<file path="src/rtl/wb_mdio_master_pkg.sv">
// Shared constants for the Wishbone MII management block: register map,
// command/status bit positions, MDIO frame fields and the frame FSM states.
package wb_mdio_master_pkg;

    localparam logic [5:0] W_CLKDIV  = 6'd5;
    localparam logic [5:0] W_ADDRESS = 6'd6;
    localparam logic [5:0] W_TXDATA  = 6'd7;
    localparam logic [5:0] W_COMMAND = 6'd8;
    localparam logic [5:0] W_STATUS  = 6'd9;
    localparam logic [5:0] W_RXDATA  = 6'd10;

    localparam int CMD_RSTAT    = 1;
    localparam int CMD_WCTRL    = 2;
    localparam int STAT_BUSY    = 1;
    localparam int STAT_RXVALID = 2;

    localparam logic [1:0] OP_WRITE = 2'b01;
    localparam logic [1:0] OP_READ  = 2'b10;
    localparam logic [1:0] MDIO_ST  = 2'b01;
    localparam logic [1:0] MDIO_TA  = 2'b10;

    typedef enum logic [3:0] {
        S_IDLE,
        S_PRE,
        S_START,
        S_OP,
        S_PHY,
        S_REG,
        S_TA,
        S_DATA,
        S_DONE
    } mdio_state_e;

    // MDC half period in clk cycles; a divider of 0 or 1 still gives a 2-cycle MDC.
    function automatic logic [6:0] mdc_half(input logic [6:0] div_hi);
        return (div_hi == 7'd0) ? 7'd1 : div_hi;
    endfunction

endpackage

</file>
<file path="src/rtl/wb_mdio_master_shifter.sv">
// MDC divider and clause-22 bit-level frame engine. One frame per start pulse;
// operands are latched at start so register writes during a frame do not disturb it.
//
// state   | meaning
// S_IDLE  | mdc low, pin released, waiting for start
// S_PRE   | preamble ones
// S_START | start-of-frame 01
// S_OP    | opcode (01 write, 10 read)
// S_PHY   | PHY address, MSB first
// S_REG   | register address, MSB first
// S_TA    | turnaround: drive 10 on write, release on read
// S_DATA  | 16 data bits, driven on write, sampled on read
// S_DONE  | one-cycle completion, rdata valid
module wb_mdio_master_shifter
    import wb_mdio_master_pkg::*;
#(
    parameter int PREAMBLE_LEN = 32
) (
    input  logic        clk,
    input  logic        reset,
    input  logic        start_i,
    input  logic [1:0]  op_i,
    input  logic [4:0]  phy_i,
    input  logic [4:0]  reg_i,
    input  logic [15:0] wdata_i,
    input  logic [6:0]  half_i,
    input  logic        mdio_i,
    output logic        busy_o,
    output logic        done_o,
    output logic [15:0] rdata_o,
    output logic        mdc_o,
    output logic        mdo_o,
    output logic        mdoe_o
);

    localparam int CNT_W = (PREAMBLE_LEN > 16) ? $clog2(PREAMBLE_LEN) : 4;

    mdio_state_e        state_q, state_d;
    logic [CNT_W-1:0]   cnt_q, cnt_d;
    logic [6:0]         div_cnt_q;
    logic [6:0]         half_q;
    logic               mdc_q;
    logic               adv_q;
    logic [1:0]         op_q;
    logic [4:0]         phy_q;
    logic [4:0]         reg_q;
    logic [15:0]        wdata_q;
    logic [15:0]        rx_sh_q;
    logic               start_go;
    logic               running;
    logic               sample_en;

    assign start_go  = start_i && (state_q == S_IDLE);
    assign running   = (state_d != S_IDLE) && (state_d != S_DONE);
    // state_d is used so that with a 2-cycle MDC the bit entered on this edge is the one sampled
    assign sample_en = (state_d == S_DATA) && (op_q == OP_READ);

    always_comb begin
        state_d = state_q;
        cnt_d   = cnt_q;
        case (state_q)
            S_IDLE: begin
                if (start_i) begin
                    if (PREAMBLE_LEN > 0) begin
                        state_d = S_PRE;
                        cnt_d   = CNT_W'(PREAMBLE_LEN - 1);
                    end else begin
                        state_d = S_START;
                        cnt_d   = CNT_W'(1);
                    end
                end
            end
            S_DONE: begin
                state_d = S_IDLE;
                cnt_d   = '0;
            end
            default: begin
                if (adv_q) begin
                    if (cnt_q != '0) begin
                        cnt_d = cnt_q - CNT_W'(1);
                    end else begin
                        case (state_q)
                            S_PRE:   begin state_d = S_START; cnt_d = CNT_W'(1);  end
                            S_START: begin state_d = S_OP;    cnt_d = CNT_W'(1);  end
                            S_OP:    begin state_d = S_PHY;   cnt_d = CNT_W'(4);  end
                            S_PHY:   begin state_d = S_REG;   cnt_d = CNT_W'(4);  end
                            S_REG:   begin state_d = S_TA;    cnt_d = CNT_W'(1);  end
                            S_TA:    begin state_d = S_DATA;  cnt_d = CNT_W'(15); end
                            default: begin state_d = S_DONE;  cnt_d = '0;         end
                        endcase
                    end
                end
            end
        endcase
    end

    always_comb begin
        mdo_o  = 1'b1;
        mdoe_o = 1'b0;
        case (state_q)
            S_PRE:   begin mdoe_o = 1'b1; mdo_o = 1'b1; end
            S_START: begin mdoe_o = 1'b1; mdo_o = MDIO_ST[cnt_q[0]]; end
            S_OP:    begin mdoe_o = 1'b1; mdo_o = op_q[cnt_q[0]]; end
            S_PHY:   begin mdoe_o = 1'b1; mdo_o = phy_q[cnt_q[2:0]]; end
            S_REG:   begin mdoe_o = 1'b1; mdo_o = reg_q[cnt_q[2:0]]; end
            S_TA: begin
                if (op_q == OP_WRITE) begin
                    mdoe_o = 1'b1;
                    mdo_o  = MDIO_TA[cnt_q[0]];
                end
            end
            S_DATA: begin
                if (op_q == OP_WRITE) begin
                    mdoe_o = 1'b1;
                    mdo_o  = wdata_q[cnt_q[3:0]];
                end
            end
            default: ;
        endcase
    end

    always_ff @(posedge clk) begin
        if (reset) begin
            state_q   <= S_IDLE;
            cnt_q     <= '0;
            div_cnt_q <= '0;
            half_q    <= 7'd1;
            mdc_q     <= 1'b0;
            adv_q     <= 1'b0;
            op_q      <= '0;
            phy_q     <= '0;
            reg_q     <= '0;
            wdata_q   <= '0;
            rx_sh_q   <= '0;
        end else begin
            state_q <= state_d;
            cnt_q   <= cnt_d;
            adv_q   <= 1'b0;
            if (start_go) begin
                op_q      <= op_i;
                phy_q     <= phy_i;
                reg_q     <= reg_i;
                wdata_q   <= wdata_i;
                half_q    <= half_i;
                div_cnt_q <= half_i - 7'd1;
                mdc_q     <= 1'b0;
                rx_sh_q   <= '0;
            end else if (!running) begin
                div_cnt_q <= '0;
                mdc_q     <= 1'b0;
            end else if (div_cnt_q == '0) begin
                div_cnt_q <= half_q - 7'd1;
                mdc_q     <= ~mdc_q;
                // a falling MDC edge schedules the bit advance for the next clk
                adv_q     <= mdc_q;
                if (!mdc_q && sample_en) begin
                    rx_sh_q <= {rx_sh_q[14:0], mdio_i};
                end
            end else begin
                div_cnt_q <= div_cnt_q - 7'd1;
            end
        end
    end

    assign busy_o  = (state_q != S_IDLE);
    assign done_o  = (state_q == S_DONE);
    assign rdata_o = rx_sh_q;
    assign mdc_o   = mdc_q;

endmodule

</file>
<file path="src/rtl/wb_mdio_master.sv">
// Wishbone classic slave holding the MII management registers; drives the
// MDIO frame engine and captures read results.
module wb_mdio_master
    import wb_mdio_master_pkg::*;
#(
    parameter logic [7:0] DIV_RESET    = 8'd64,
    parameter int         PREAMBLE_LEN = 32
) (
    input  logic        clk,
    input  logic        reset,
    input  logic        wb_stb,
    input  logic        wb_cyc,
    input  logic        wb_we,
    input  logic [7:0]  wb_adr,
    input  logic [31:0] wb_dat_i,
    output logic [31:0] wb_dat_o,
    output logic        wb_ack,
    output logic        mdc,
    output logic        mdio_o,
    output logic        mdio_oe,
    input  logic        mdio_i
);

    logic        ack_q, ack_d;
    logic [31:0] dat_q, dat_d;
    logic [7:0]  clkdiv_q;
    logic [4:0]  phyad_q;
    logic [4:0]  regad_q;
    logic [15:0] txdata_q;
    logic [15:0] rxdata_q;
    logic        rx_valid_q;
    logic        rd_op_q;

    logic [5:0]  word;
    logic        wr;
    logic        wctrl;
    logic        rstat;
    logic        start;
    logic [1:0]  op;
    logic        busy;
    logic        done;
    logic [15:0] rdata;
    logic        unused_bits;

    assign word  = wb_adr[7:2];
    assign ack_d = wb_stb && wb_cyc && !ack_q;
    assign wr    = ack_d && wb_we;
    assign wctrl = wb_dat_i[CMD_WCTRL];
    assign rstat = wb_dat_i[CMD_RSTAT];
    assign start = wr && (word == W_COMMAND) && !busy && (wctrl || rstat);
    assign op    = wctrl ? OP_WRITE : OP_READ;

    assign unused_bits = ^{wb_adr[1:0], wb_dat_i[31:16]};

    always_comb begin
        dat_d = '0;
        case (word)
            W_CLKDIV:  dat_d[7:0] = clkdiv_q;
            W_ADDRESS: begin
                dat_d[4:0]  = phyad_q;
                dat_d[12:8] = regad_q;
            end
            W_TXDATA:  dat_d[15:0] = txdata_q;
            W_STATUS: begin
                dat_d[STAT_BUSY]    = busy;
                dat_d[STAT_RXVALID] = rx_valid_q;
            end
            W_RXDATA:  dat_d[15:0] = rxdata_q;
            default: ;
        endcase
    end

    always_ff @(posedge clk) begin
        if (reset) begin
            ack_q      <= 1'b0;
            dat_q      <= '0;
            clkdiv_q   <= DIV_RESET;
            phyad_q    <= '0;
            regad_q    <= '0;
            txdata_q   <= '0;
            rxdata_q   <= '0;
            rx_valid_q <= 1'b0;
            rd_op_q    <= 1'b0;
        end else begin
            ack_q <= ack_d;
            dat_q <= dat_d;
            if (wr) begin
                case (word)
                    W_CLKDIV:  clkdiv_q <= wb_dat_i[7:0];
                    W_ADDRESS: begin
                        phyad_q <= wb_dat_i[4:0];
                        regad_q <= wb_dat_i[12:8];
                    end
                    W_TXDATA:  txdata_q <= wb_dat_i[15:0];
                    default: ;
                endcase
            end
            if (start) begin
                rx_valid_q <= 1'b0;
                rd_op_q    <= !wctrl;
            end else if (done && rd_op_q) begin
                rxdata_q   <= rdata;
                rx_valid_q <= 1'b1;
            end
        end
    end

    wb_mdio_master_shifter #(
        .PREAMBLE_LEN(PREAMBLE_LEN)
    ) u_shifter (
        .clk     (clk),
        .reset   (reset),
        .start_i (start),
        .op_i    (op),
        .phy_i   (phyad_q),
        .reg_i   (regad_q),
        .wdata_i (txdata_q),
        .half_i  (mdc_half(clkdiv_q[7:1])),
        .mdio_i  (mdio_i),
        .busy_o  (busy),
        .done_o  (done),
        .rdata_o (rdata),
        .mdc_o   (mdc),
        .mdo_o   (mdio_o),
        .mdoe_o  (mdio_oe)
    );

    assign wb_ack   = ack_q;
    assign wb_dat_o = dat_q;

endmodule

</file>
<file path="config.mk">
export PLATFORM = sky130hd
export DESIGN_NAME = wb_mdio_master
export DESIGN_NICKNAME = d
export VERILOG_FILES = /design/src/rtl/wb_mdio_master_pkg.sv /design/src/rtl/wb_mdio_master_shifter.sv /design/src/rtl/wb_mdio_master.sv
export SDC_FILE = /design/constraint.sdc
export NUM_CORES = 1
export LEC_CHECK = 0
export CORE_ASPECT_RATIO = 1.1
export CORE_MARGIN = 1.5
export CORE_UTILIZATION = 60
export CTS_BUF_LIST = sky130_fd_sc_hd__clkbuf_4
export CTS_CLUSTER_DIAMETER = 200
export CTS_CLUSTER_SIZE = 25
export DETAILED_ROUTE_END_ITERATION = 8
export MAX_ROUTING_LAYER = met4
export PLACE_DENSITY = 0.86
export RECOVER_POWER = 25
export SYNTH_ARGS = -nofsm -noshare
export SYNTH_HDL_FRONTEND = slang
export SYNTH_HIERARCHICAL = 1
export SYNTH_SLANG_ARGS = --single-unit
export TNS_END_PERCENT = 20
</file>
<file path="constraint.sdc">
create_clock -name clk -period 8.1 [get_ports clk]
set_input_delay 2.43 -clock clk [delete_from_list [all_inputs] [get_ports clk]]
set_output_delay 2.43 -clock clk [all_outputs]
set_load 0.005 [all_outputs]
</file>
-- Word-level counts from Yosys, hierarchy flattened
Cells that the tools add are included.
- register bits: 154
- bits of input ports: 46
- output and inout port bits: 36
- word-level logic and storage cells: 126
- $add $sub $neg: 4
- magnitude comparators: 3
- eq/ne operators: 19
- multiplexer cells: 38
- bitwise logic cells: 4
- reductions and logical operators: 37
- operators by type and width (kind ; number):
    7-bit two-way mux ; 4
    4-bit one-hot mux with 6 select lines ; 1
    7-bit by 1-bit subtractor with 7-bit output, second input constant ; 3
    4-bit by 3-bit == test with 1-bit output, second input constant ; 5
    6-bit by 3-bit == test with 1-bit output, second input constant ; 3
    6-bit by 4-bit == test with 1-bit output, second input constant ; 3
    5-bit two-way mux ; 3
    5-bit one-hot mux with 3 select lines ; 1
    7-bit logical NOT ; 2
    1-bit two-way mux ; 12
    4-bit two-way mux ; 3
    4-bit one-hot mux with 3 select lines ; 1
    1-bit logical AND ; 11
    2-bit one-hot mux with 5 select lines ; 1
    5-bit one-hot mux with 2 select lines ; 1
    2-bit AND reduction ; 5
    3-bit one-hot mux with 3 select lines ; 1
    4-bit by 2-bit == test with 1-bit output, second input constant ; 2
    2-bit one-hot mux with 4 select lines ; 1
    4-bit one-hot mux with 2 select lines ; 1
    4-bit nonzero test ; 2
    2-bit OR reduction ; 4
    1-bit binary-select mux with 3-bit select ; 2
    1-bit one-hot mux with 6 select lines ; 1
    other kinds (25) ; 32

-- Logic depth before layout (Yosys ltp)
Gate-level depths: netlist (run 1).
- depth after elaboration: 12
- depth in mapped cells: 10
- gate-level depth less buffers: 9

-- Hierarchy
Netlist (run 1), hierarchy kept.
- by module, submodules not included (module ; times used ; cells each ; area an instance (um^2) ; seq. area each (um^2)):
    wb_mdio_master_shifter ; 1 ; 414 ; 3399.5 ; 1381.3
    wb_mdio_master ; 1 ; 308 ; 2972.9 ; 1381.3

-- Worst setup path after synthesis (run 1)
OpenSTA, ideal clock, no wires.
- path kind: input-to-reg
- start point: input port wb_adr[7]
- end point: register u_shifter.reg_q[0]
- setup time: 0.070 ns
- data arrival time: 4.262 ns
- data required time: 8.030 ns
- path slack: 3.767 ns
- stages on the path: 7
- buffers on the path: 2
- cell sequence: or4b_4 -> nor4_4 -> and3_1 -> clkbuf_1 -> clkbuf_1 -> nand2_1 -> a21oi_1
- longest elaborated chain between the ends: 5
- ends and longest elaborated chain (item ; line ; RTL):
    start: declaration ; wb_mdio_master.sv:14 ; input logic [7:0] wb_adr,
    6-bit by 4-bit == test with 1-bit output ; wb_mdio_master.sv:50 ; assign start = wr && (word == W_COMMAND) && !busy && (wctrl || rstat);
    1-bit logical AND (3 in a row) ; wb_mdio_master.sv:50 ;
    net start ; wb_mdio_master.sv:38 ; logic start;
    1-bit logical AND ; wb_mdio_master_shifter.sv:53 ; assign start_go = start_i && (state_q == S_IDLE);
    end signal: assignment ; wb_mdio_master_shifter.sv:142 ; reg_q <= reg_i;
    end: declaration ; wb_mdio_master_shifter.sv:46 ; logic [4:0] reg_q;
The timed path passes the listed nets, and every way through them passes these cells.
A chain may end at the register's enable or synchronous reset.

==> report_table.html, run 1 <==
<table>
<tr><th>Metric</th><th>Value</th></tr>
<tr><th colspan="2">Timing</th></tr>
<tr><td>Upper clock frequency limit</td><td>160.3 MHz</td></tr>
<tr><td>Final Cycle Share</td><td>0.7703</td></tr>
<tr><td>Worst clock skew on the final layout</td><td>0.007480 ns</td></tr>
<tr><td>Final number of hold-violating endpoints</td><td>0</td></tr>
<tr><td>Number of max-slew violations in the final report</td><td>132</td></tr>
<tr><td>Setup TNS</td><td>0 ns</td></tr>
<tr><td>Unrepaired setup endpoints after global routing</td><td>no</td></tr>
<tr><td>Worst-case headroom to the max-slew limit</td><td>-1.210</td></tr>
<tr><td>Transition time at the pin with the least slew margin</td><td>3.315 ns</td></tr>
<tr><td>Crit path time final</td><td>6.240 ns</td></tr>
<tr><td>Setup violations, final</td><td>0</td></tr>
<tr><th colspan="2">Synthesis</th></tr>
<tr><td>Count of warnings emitted by yosys</td><td>6</td></tr>
<tr><td>Xor and xnor fraction of the mapped netlist area</td><td>0.01512</td></tr>
<tr><td>Number of synthesized register bits</td><td>138</td></tr>
<tr><td>Dominant combinational cell family by area after synthesis</td><td>simple AND/OR/NAND/NOR gates</td></tr>
<tr><td>Compound-cell area share of the yosys netlist</td><td>0.1274</td></tr>
<tr><td>Post-synthesis async set-or-reset flop share</td><td>0</td></tr>
<tr><td>Adder-Cell Fraction of Synth Area</td><td>0.007854</td></tr>
<tr><td>Post-synthesis simple-gate area fraction</td><td>0.2213</td></tr>
<tr><td>Post-synth EDFFs</td><td>0</td></tr>
<tr><td>Register area share after synthesis</td><td>0.4335</td></tr>
<tr><td>Mean instance size in the synthesized netlist</td><td>8.826 µm²</td></tr>
<tr><td>Number of distinct library cells after synthesis</td><td>between 60 and 70</td></tr>
<tr><td>Dominant register cell in the synthesized netlist</td><td>sky130_fd_sc_hd__dfxtp_1</td></tr>
<tr><td>Post-synthesis instance area</td><td>roughly 6400 µm²</td></tr>
<tr><td>Multiplexer fraction of the synthesized cell area</td><td>0.1304</td></tr>
<tr><td>Synthesized instance count</td><td>between 700 and 800</td></tr>
<tr><th colspan="2">Critical path</th></tr>
<tr><td>Critical path endpoint category</td><td>flop</td></tr>
<tr><td>CP required</td><td>8.52 ns</td></tr>
<tr><td>Element type at the critical path start</td><td>input port</td></tr>
<tr><td>Endpoint of the worst register-to-register path</td><td>u_shifter/div_cnt_q[6]</td></tr>
<tr><td>Worst-case register-to-register setup slack</td><td>4.85 ns</td></tr>
<tr><td>Endpoint arrival time on the critical path</td><td>6.65 ns</td></tr>
<tr><td>Category of the most critical setup path</td><td>in2reg</td></tr>
<tr><td>CP Max Fanout</td><td>91</td></tr>
<tr><td>R2r worst-path depth</td><td>8</td></tr>
<tr><td>Worst reg2reg path startpoint</td><td>u_shifter/state_q[2]</td></tr>
<tr><th colspan="2">Clock tree</th></tr>
<tr><td>Post_cts resized</td><td>0</td></tr>
<tr><td>Latest clock arrival within the worst-skew pair</td><td>between 0.5 and 0.6 ns</td></tr>
<tr><td>Clock Tree Root</td><td>sky130_fd_sc_hd__clkbuf_4</td></tr>
<tr><td>Number of clock buffers inserted by TritonCTS</td><td>17</td></tr>
<tr><td>Number of buffers inserted to repair setup after CTS</td><td>0</td></tr>
<tr><td>Number of levels the H-tree was split into</td><td>4</td></tr>
<tr><td>Hold buffer count at cts</td><td>0</td></tr>
<tr><td>Count of clock tree sinks</td><td>between 100 and 150</td></tr>
<tr><td>Max clock buf depth</td><td>2</td></tr>
<tr><td>Clock tree from TritonCTS</td><td>built</td></tr>
<tr><td>Clock transition at the registers of the reported paths</td><td>roughly 0.11 ns</td></tr>
<tr><th colspan="2">Global route</th></tr>
<tr><td>Tot GR Track Use</td><td>0.2787</td></tr>
<tr><td>First-pass GRT wire length</td><td>between 20000 and 25000 µm</td></tr>
<tr><td>Maximum number of pins on one net before global-route repair</td><td>92</td></tr>
<tr><td>Via count of the first global-routing pass</td><td>roughly 5000</td></tr>
<tr><td>Remaining Overflow, GRT</td><td>0</td></tr>
<tr><td>Initial antenna violation count</td><td>1</td></tr>
<tr><th colspan="2">Layout</th></tr>
<tr><td>Number of cells in the finished layout apart from fillers</td><td>898</td></tr>
<tr><td>Area of all placed cells without fillers</td><td>7098 µm²</td></tr>
<tr><td>Total number of nets in the final design</td><td>between 700 and 800</td></tr>
<tr><td>Number of inserted filler cells in the final layout</td><td>around 800</td></tr>
<tr><td>Proportion of layout cells with a drive suffix above 1</td><td>0.06499</td></tr>
<tr><td>Area growth, synth to finish</td><td>11.39%</td></tr>
<tr><td>Top library cells by usage in the layout, fill and taps aside</td><td>sky130_fd_sc_hd__dfxtp_1, sky130_fd_sc_hd__nand2_1, sky130_fd_sc_hd__nor2_1</td></tr>
<tr><td>Final core area utilization</td><td>0.6861</td></tr>
<tr><td>Most common cell after layout, fill and taps aside</td><td>sky130_fd_sc_hd__dfxtp_1</td></tr>
<tr><th colspan="2">Outcome</th></tr>
<tr><td>Outcome</td><td>complete, but fails checks</td></tr>
<tr><td>Violations in the final reports</td><td>max-capacitance violations, max-slew violations</td></tr>
<tr><th colspan="2">Die</th></tr>
<tr><td>Initial cell density of the core</td><td>0.6160</td></tr>
<tr><td>Placeable Area</td><td>~10000 µm²</td></tr>
<tr><td>Die width</td><td>101.3 µm</td></tr>
<tr><td>Area enclosed by the die boundary</td><td>11250 µm²</td></tr>
<tr><td>Number of placed I/O pins</td><td>82</td></tr>
<tr><td>Die height</td><td>111.1 µm</td></tr>
<tr><td>Core Rows</td><td>39</td></tr>
<tr><th colspan="2">Route</th></tr>
<tr><td>DRT Pass-1 Iters</td><td>5</td></tr>
<tr><td>Total via count after detailed routing</td><td>~5200</td></tr>
<tr><td>Post-route ant nets</td><td>0</td></tr>
<tr><td>Via/cell ratio</td><td>approximately 5.8</td></tr>
<tr><td>Total wire length</td><td>14630 µm</td></tr>
<tr><td>Wirelength per Cell</td><td>approximately 16 µm</td></tr>
<tr><td>Number of DRC violations after detailed routing</td><td>0</td></tr>
<tr><td>Count of routing violations after the opening detailed-route iteration</td><td>between 400 and 500</td></tr>
<tr><th colspan="2">Placement</th></tr>
<tr><td>Port Buf Inserts</td><td>47</td></tr>
<tr><td>Area after DPL</td><td>6749 µm²</td></tr>
<tr><td>Post-detailed-placement half-perimeter wirelength</td><td>9916 µm</td></tr>
<tr><td>RD Place Congestion</td><td>0.8831</td></tr>
<tr><td>Cell count after placement</td><td>866</td></tr>
<tr><th colspan="2">Pwr</th></tr>
<tr><td>Cell Int Power</td><td>0.0009996 W</td></tr>
<tr><td>P_sw</td><td>0.0002697 W</td></tr>
<tr><td>Register share of total power</td><td>0.535</td></tr>
<tr><td>Clock network power share</td><td>0.431</td></tr>
<tr><td>Leak</td><td>approximately 2.4 nW</td></tr>
<tr><td>Maximum ir drop on the vdd rail</td><td>144.1 µV</td></tr>
<tr><td>Switching Share</td><td>0.2125</td></tr>
<tr><td>Combinational share of power</td><td>0.034</td></tr>
<tr><td>PwrDens</td><td>178.8 nW/µm²</td></tr>
<tr><th colspan="2">Run</th></tr>
<tr><td>Max-cap check violation count</td><td>2</td></tr>
<tr><th colspan="2">Worst hold path</th></tr>
<tr><td>Startpoint of the worst hold path</td><td>wb_ack</td></tr>
<tr><td>Worst hold path cell count</td><td>1</td></tr>
<tr><td>Endpoint with the worst hold slack</td><td>wb_ack</td></tr>
<tr><td>Class of the tightest hold or removal check</td><td>reg2reg</td></tr>
</table>
[power by group through the flow]
stage | Sequential, W | Combinational (W) | Clock [W]
after floorplan | 0.000695 | 0.0000270 | 0
after global placement | 0.000695 | 0.0000406 | 0
after detailed placement | 0.000695 | 0.0000418 | 0
after CTS | 0.000679 | 0.0000420 | 0.000552
after global routing | 0.000680 | 0.0000458 | 0.000578
final | 0.000679 | 0.0000426 | 0.000547
[critical path, cell delays in order]
cell and delay, ns:
sky130_fd_sc_hd__clkbuf_1 1.14, sky130_fd_sc_hd__clkbuf_1 2.42, sky130_fd_sc_hd__nor3_1 0.17, sky130_fd_sc_hd__o211ai_1 0.34, sky130_fd_sc_hd__a21oi_1 0.10
[stage by stage]
stage / hold WS (ns) / worst slack, ns / total power [W]
after floorplan: 0.4322 / 3.767 / 0.0007215
after global placement: 0.4217 / 2.684 / 0.0007354
after detailed placement: 0.4356 / 2.662 / 0.0007366
after CTS: 0.4508 / 2.401 / 0.001274
after global routing: 0.4762 / 1.444 / 0.001304
final: 0.4470 / 1.860 / 0.001269
[registers in the layout (all words and copies together), names as in the netlist]
register / count
u_shifter/reg_q: 5
u_shifter/adv_q: 1
u_shifter/mdc_o: 1
u_shifter/wdata_q: 16
u_shifter/half_q: 7
rd_op_q: 1
u_shifter/cnt_q: 5
rxdata_q: 16
u_shifter/op_q: 2
clkdiv_q: 8
u_shifter/div_cnt_q: 7
u_shifter/state_q: 4
u_shifter/rdata_o: 16
rx_valid_q: 1
phyad_q: 5
txdata_q: 16
regad_q: 5
u_shifter/phy_q: 5
wb_ack: 1
wb_dat_o: 16
[kinds of logic after synthesis]
logic type | Yosys count
simple gates | 281
flops | 138
compound gates | 132
mux | 78
buf+inv | 77
xor+xnor | 11
fa+ha+maj | 4
other cells | 1
[per-layer routing]
metal | share of wire | GRT usage
met5 | 0 | -
met4 | 0.021 | 0.1093
met3 | 0.051 | 0.05296
met2 | 0.50 | 0.4461
met1 | 0.42 | 0.3460
[how the worst max path moves through the flow]
stage                     cells after the start          startpoint  slack (ns)                endpoint
after floorplan                               7           wb_adr[7]        3.77      u_shifter/reg_q[0]
after global placement                        7           wb_adr[7]        2.68  u_shifter/div_cnt_q[6]
after detailed placement                      7           wb_adr[7]        2.66  u_shifter/div_cnt_q[6]
after CTS                                     5  u_shifter/cnt_q[0]        2.40                  mdio_o
after global routing                          5               reset        1.44             wb_dat_o[4]
final                                         5               reset        1.86             wb_dat_o[4]
[layout make-up]
| type | instances | area (µm²) | share of cell area |
|---|---|---|---|
| Timing Repair Buffer | 51 | 490.5 | 0.06910 |
| Antenna cell | 1 | 2.502 | 0.0003525 |
| Tap cell | 143 | 178.9 | 0.02521 |
| Clock buffer | 17 | 127.6 | 0.01798 |
| Sequential cell | 138 | 2763 | 0.3892 |
| Multi-Input combinational cell | 522 | 3264 | 0.4599 |
| Clock inverter | 14 | 226.5 | 0.03191 |
| Inverter | 12 | 45.04 | 0.006346 |
[Yosys cell counts (all sizes together) (5+ instances only)]
master  number  area, µm²
dfxtp      138       2763
nand2       91      341.6
nor2        84      317.8
mux2i       74      740.7
a21oi       63      326.6
nand2b      42      262.8
clkbuf      36      135.1
buf         29      226.5
a22oi       23      172.7
nor3        19      122.6
o21ai       14      73.82
inv         12      45.04
nand3        8      45.04
o22ai        6      37.54
xnor2        6      52.55
a31oi        5      31.28
nor4         5      61.31
xor2         5      43.79
Note: power is estimated with default switching activity, not from simulation.
==> inputs of run 2 (changes only) <==
CORE_UTILIZATION = 57   (was 60)
PLACE_DENSITY = 0.82   (was 0.86)
clock period = 6.1 ns   (was 8.1 ns; I/O delays follow)
==> report_table.html, run 2 (synthesized netlist as in run 1, its figures left out) <==
<table>
<tr><th>Metric</th><th>Value</th></tr>
<tr><th colspan="2">Die</th></tr>
<tr><td>Die height</td><td>113.9 µm (was 111.1 µm)</td></tr>
<tr><td>Core Rows</td><td>40 (was 39)</td></tr>
<tr><td>Placeable Area</td><td>10910 µm² (was 10340 µm²)</td></tr>
<tr><td>Number of placed I/O pins</td><td>82 (unchanged)</td></tr>
<tr><td>Initial cell density of the core</td><td>0.5841 (was 0.6160)</td></tr>
<tr><td>Die width</td><td>103.8 µm (was 101.3 µm)</td></tr>
<tr><td>Area enclosed by the die boundary</td><td>11820 µm² (was 11250 µm²)</td></tr>
<tr><th colspan="2">Placement</th></tr>
<tr><td>Post-detailed-placement half-perimeter wirelength</td><td>9766 µm (was 9916 µm)</td></tr>
<tr><td>RD Place Congestion</td><td>0.8735 (was 0.8831)</td></tr>
<tr><td>Port Buf Inserts</td><td>47 (unchanged)</td></tr>
<tr><td>Setup slack after placement</td><td>1.400 ns (was 2.662 ns)</td></tr>
<tr><th colspan="2">Critical path</th></tr>
<tr><td>CP Max Fanout</td><td>15 (was 91)</td></tr>
<tr><td>Element type at the critical path start</td><td>flop (was input port)</td></tr>
<tr><td>Category of the most critical setup path</td><td>reg2out (was in2reg)</td></tr>
<tr><td>Endpoint arrival time on the critical path</td><td>3.24 ns (was 6.65 ns)</td></tr>
<tr><td>Critical path endpoint category</td><td>primary output (was flop)</td></tr>
<tr><td>CP required</td><td>4.27 ns (was 8.52 ns)</td></tr>
<tr><th colspan="2">Route</th></tr>
<tr><td>Number of DRC violations after detailed routing</td><td>0 (unchanged)</td></tr>
<tr><td>Post-route ant nets</td><td>0 (unchanged)</td></tr>
<tr><td>Count of routing violations after the opening detailed-route iteration</td><td>389 (was 493)</td></tr>
<tr><td>Total via count after detailed routing</td><td>5225 (was 5245)</td></tr>
<tr><td>Wirelength per Cell</td><td>15.82 µm (was 16.29 µm)</td></tr>
<tr><td>Via/cell ratio</td><td>5.780 (was 5.841)</td></tr>
<tr><td>DRT Pass-1 Iters</td><td>6 (was 5)</td></tr>
<tr><td>Total wire length</td><td>14300 µm (was 14630 µm)</td></tr>
<tr><th colspan="2">Timing</th></tr>
<tr><td>Upper clock frequency limit</td><td>197.3 MHz</td></tr>
<tr><td>Number of max-slew violations in the final report</td><td>86 (was 132)</td></tr>
<tr><td>Final Cycle Share</td><td>0.8310</td></tr>
<tr><td>Unrepaired setup endpoints after global routing</td><td>no (unchanged)</td></tr>
<tr><td>Worst clock skew on the final layout</td><td>0.01247 ns (was 0.007480 ns)</td></tr>
<tr><td>Crit path time final</td><td>5.069 ns</td></tr>
<tr><td>Transition time at the pin with the least slew margin</td><td>3.427 ns (was 3.315 ns)</td></tr>
<tr><td>Setup TNS</td><td>0 ns (unchanged)</td></tr>
<tr><td>Worst-case headroom to the max-slew limit</td><td>-1.284 (was -1.210)</td></tr>
<tr><td>Min setup slack post-route</td><td>1.031 ns (was 1.860 ns)</td></tr>
<tr><td>Final number of hold-violating endpoints</td><td>0 (unchanged)</td></tr>
<tr><td>Setup violations, final</td><td>0 (unchanged)</td></tr>
<tr><td>WHS</td><td>0.4431 ns (was 0.4470 ns)</td></tr>
<tr><th colspan="2">Layout</th></tr>
<tr><td>Top library cells by usage in the layout, fill and taps aside</td><td>sky130_fd_sc_hd__dfxtp_1, sky130_fd_sc_hd__nand2_1, sky130_fd_sc_hd__nor2_1 (unchanged)</td></tr>
<tr><td>Most common cell after layout, fill and taps aside</td><td>sky130_fd_sc_hd__dfxtp_1 (unchanged)</td></tr>
<tr><td>Total number of nets in the final design</td><td>793 (was 792)</td></tr>
<tr><td>Proportion of layout cells with a drive suffix above 1</td><td>0.07143 (was 0.06499)</td></tr>
<tr><td>Area growth, synth to finish</td><td>10.25% (was 11.39%)</td></tr>
<tr><td>Number of inserted filler cells in the final layout</td><td>897 (was 803)</td></tr>
<tr><th colspan="2">Global route</th></tr>
<tr><td>Remaining Overflow, GRT</td><td>0 (unchanged)</td></tr>
<tr><td>Via count of the first global-routing pass</td><td>4777 (was 5023)</td></tr>
<tr><td>Tot GR Track Use</td><td>0.2537 (was 0.2787)</td></tr>
<tr><td>First-pass GRT wire length</td><td>23260 µm (was 24070 µm)</td></tr>
<tr><td>Initial antenna violation count</td><td>1 (unchanged)</td></tr>
<tr><td>Maximum number of pins on one net before global-route repair</td><td>86 (was 92)</td></tr>
<tr><th colspan="2">Clock tree</th></tr>
<tr><td>Clock Tree Root</td><td>sky130_fd_sc_hd__clkbuf_4 (unchanged)</td></tr>
<tr><td>Number of clock buffers inserted by TritonCTS</td><td>17 (unchanged)</td></tr>
<tr><td>Clock tree from TritonCTS</td><td>built (unchanged)</td></tr>
<tr><td>Latest clock arrival within the worst-skew pair</td><td>0.56 ns (was 0.54 ns)</td></tr>
<tr><td>Number of levels the H-tree was split into</td><td>4 (unchanged)</td></tr>
<tr><td>Max clock buf depth</td><td>2 (unchanged)</td></tr>
<tr><td>Number of buffers inserted to repair setup after CTS</td><td>0 (unchanged)</td></tr>
<tr><td>Count of clock tree sinks</td><td>138 (unchanged)</td></tr>
<tr><td>Clock transition at the registers of the reported paths</td><td>0.13 ns (was 0.11 ns)</td></tr>
<tr><td>Post_cts resized</td><td>0 (unchanged)</td></tr>
<tr><td>Hold buffer count at cts</td><td>0 (unchanged)</td></tr>
<tr><th colspan="2">Outcome</th></tr>
<tr><td>Outcome</td><td>complete, but fails checks (unchanged)</td></tr>
<tr><td>Violations in the final reports</td><td>max-capacitance violations, max-slew violations (unchanged)</td></tr>
<tr><th colspan="2">Pwr</th></tr>
<tr><td>Maximum ir drop on the vdd rail</td><td>158.0 µV (was 144.1 µV)</td></tr>
<tr><td>Leak</td><td>2.337 nW (was 2.365 nW)</td></tr>
<tr><td>PwrDens</td><td>217.6 nW/µm² (was 178.8 nW/µm²)</td></tr>
<tr><th colspan="2">Run</th></tr>
<tr><td>Max-cap check violation count</td><td>1 (was 2)</td></tr>
<tr><th colspan="2">Worst hold path</th></tr>
<tr><td>Class of the tightest hold or removal check</td><td>reg2reg (unchanged)</td></tr>
</table>
[run 2: where the power goes]
group          switching, W  internal (W)  leakage (nW)
Clock              0.000385      0.000184         0.147
Combinational     0.0000321     0.0000248          1.08
Sequential      0.000000852      0.000902          1.11
Total              0.000418       0.00111          2.34
[run 2: final cells by class]
type	instances	area [µm²]	share of cell area
Antenna cell	1	2.502	0.0003562
Clock inverter	15	140.1	0.01995
Timing Repair Buffer	52	499.2	0.07106
Inverter	12	45.04	0.006411
Multi-Input combinational cell	522	3264	0.4646
Clock buffer	17	127.6	0.01817
Sequential cell	138	2763	0.3932
Tap cell	147	183.9	0.02618
[run 2: critical path, cell delays in order, from the launching register on]
cell                              delay [ns]
sky130_fd_sc_hd__dfxtp_1                0.84
sky130_fd_sc_hd__mux4_2                 0.59
sky130_fd_sc_hd__and2b_1                0.17
sky130_fd_sc_hd__a2111oi_0              0.40
sky130_fd_sc_hd__o2111ai_1              0.20
sky130_fd_sc_hd__clkdlybuf4s50_1        0.49
[run 2: per-stage QoR]
step                      std cells  power [W]  utilization  cell area (µm²)
after floorplan                 737  0.0009581            -             6429
after global placement          871  0.0009771       0.6197             6761
after detailed placement        871  0.0009791       0.6197             6761
after CTS                       903   0.001538       0.6443             7029
after global routing            904   0.001581       0.6439             7025
final                           904   0.001528       0.6439             7025
[run 2: final timing paths]
check / from / to / slack, ns / cells after the start
max reg2reg: u_shifter/state_q[2] / u_shifter/wdata_q[4] / 2.93 / 8
max: u_shifter/cnt_q[0] / mdio_o / 1.03 / 5
min reg2reg: wb_ack / wb_ack / 0.44 / 1
min: wb_ack / wb_ack / 0.44 / 1
[run 2: routing by layer]
layer / wire length (µm) / track usage / up-vias / share of wire
met3: 873 / 0.06514 / 22 / 0.061
met4: 222 / 0.08611 / 0 / 0.016
met1: 6222 / 0.3142 / 2511 / 0.44
li1: - / - / 2511 / -
met2: 6984 / 0.4057 / 181 / 0.49
met5: 0 / - / - / 0
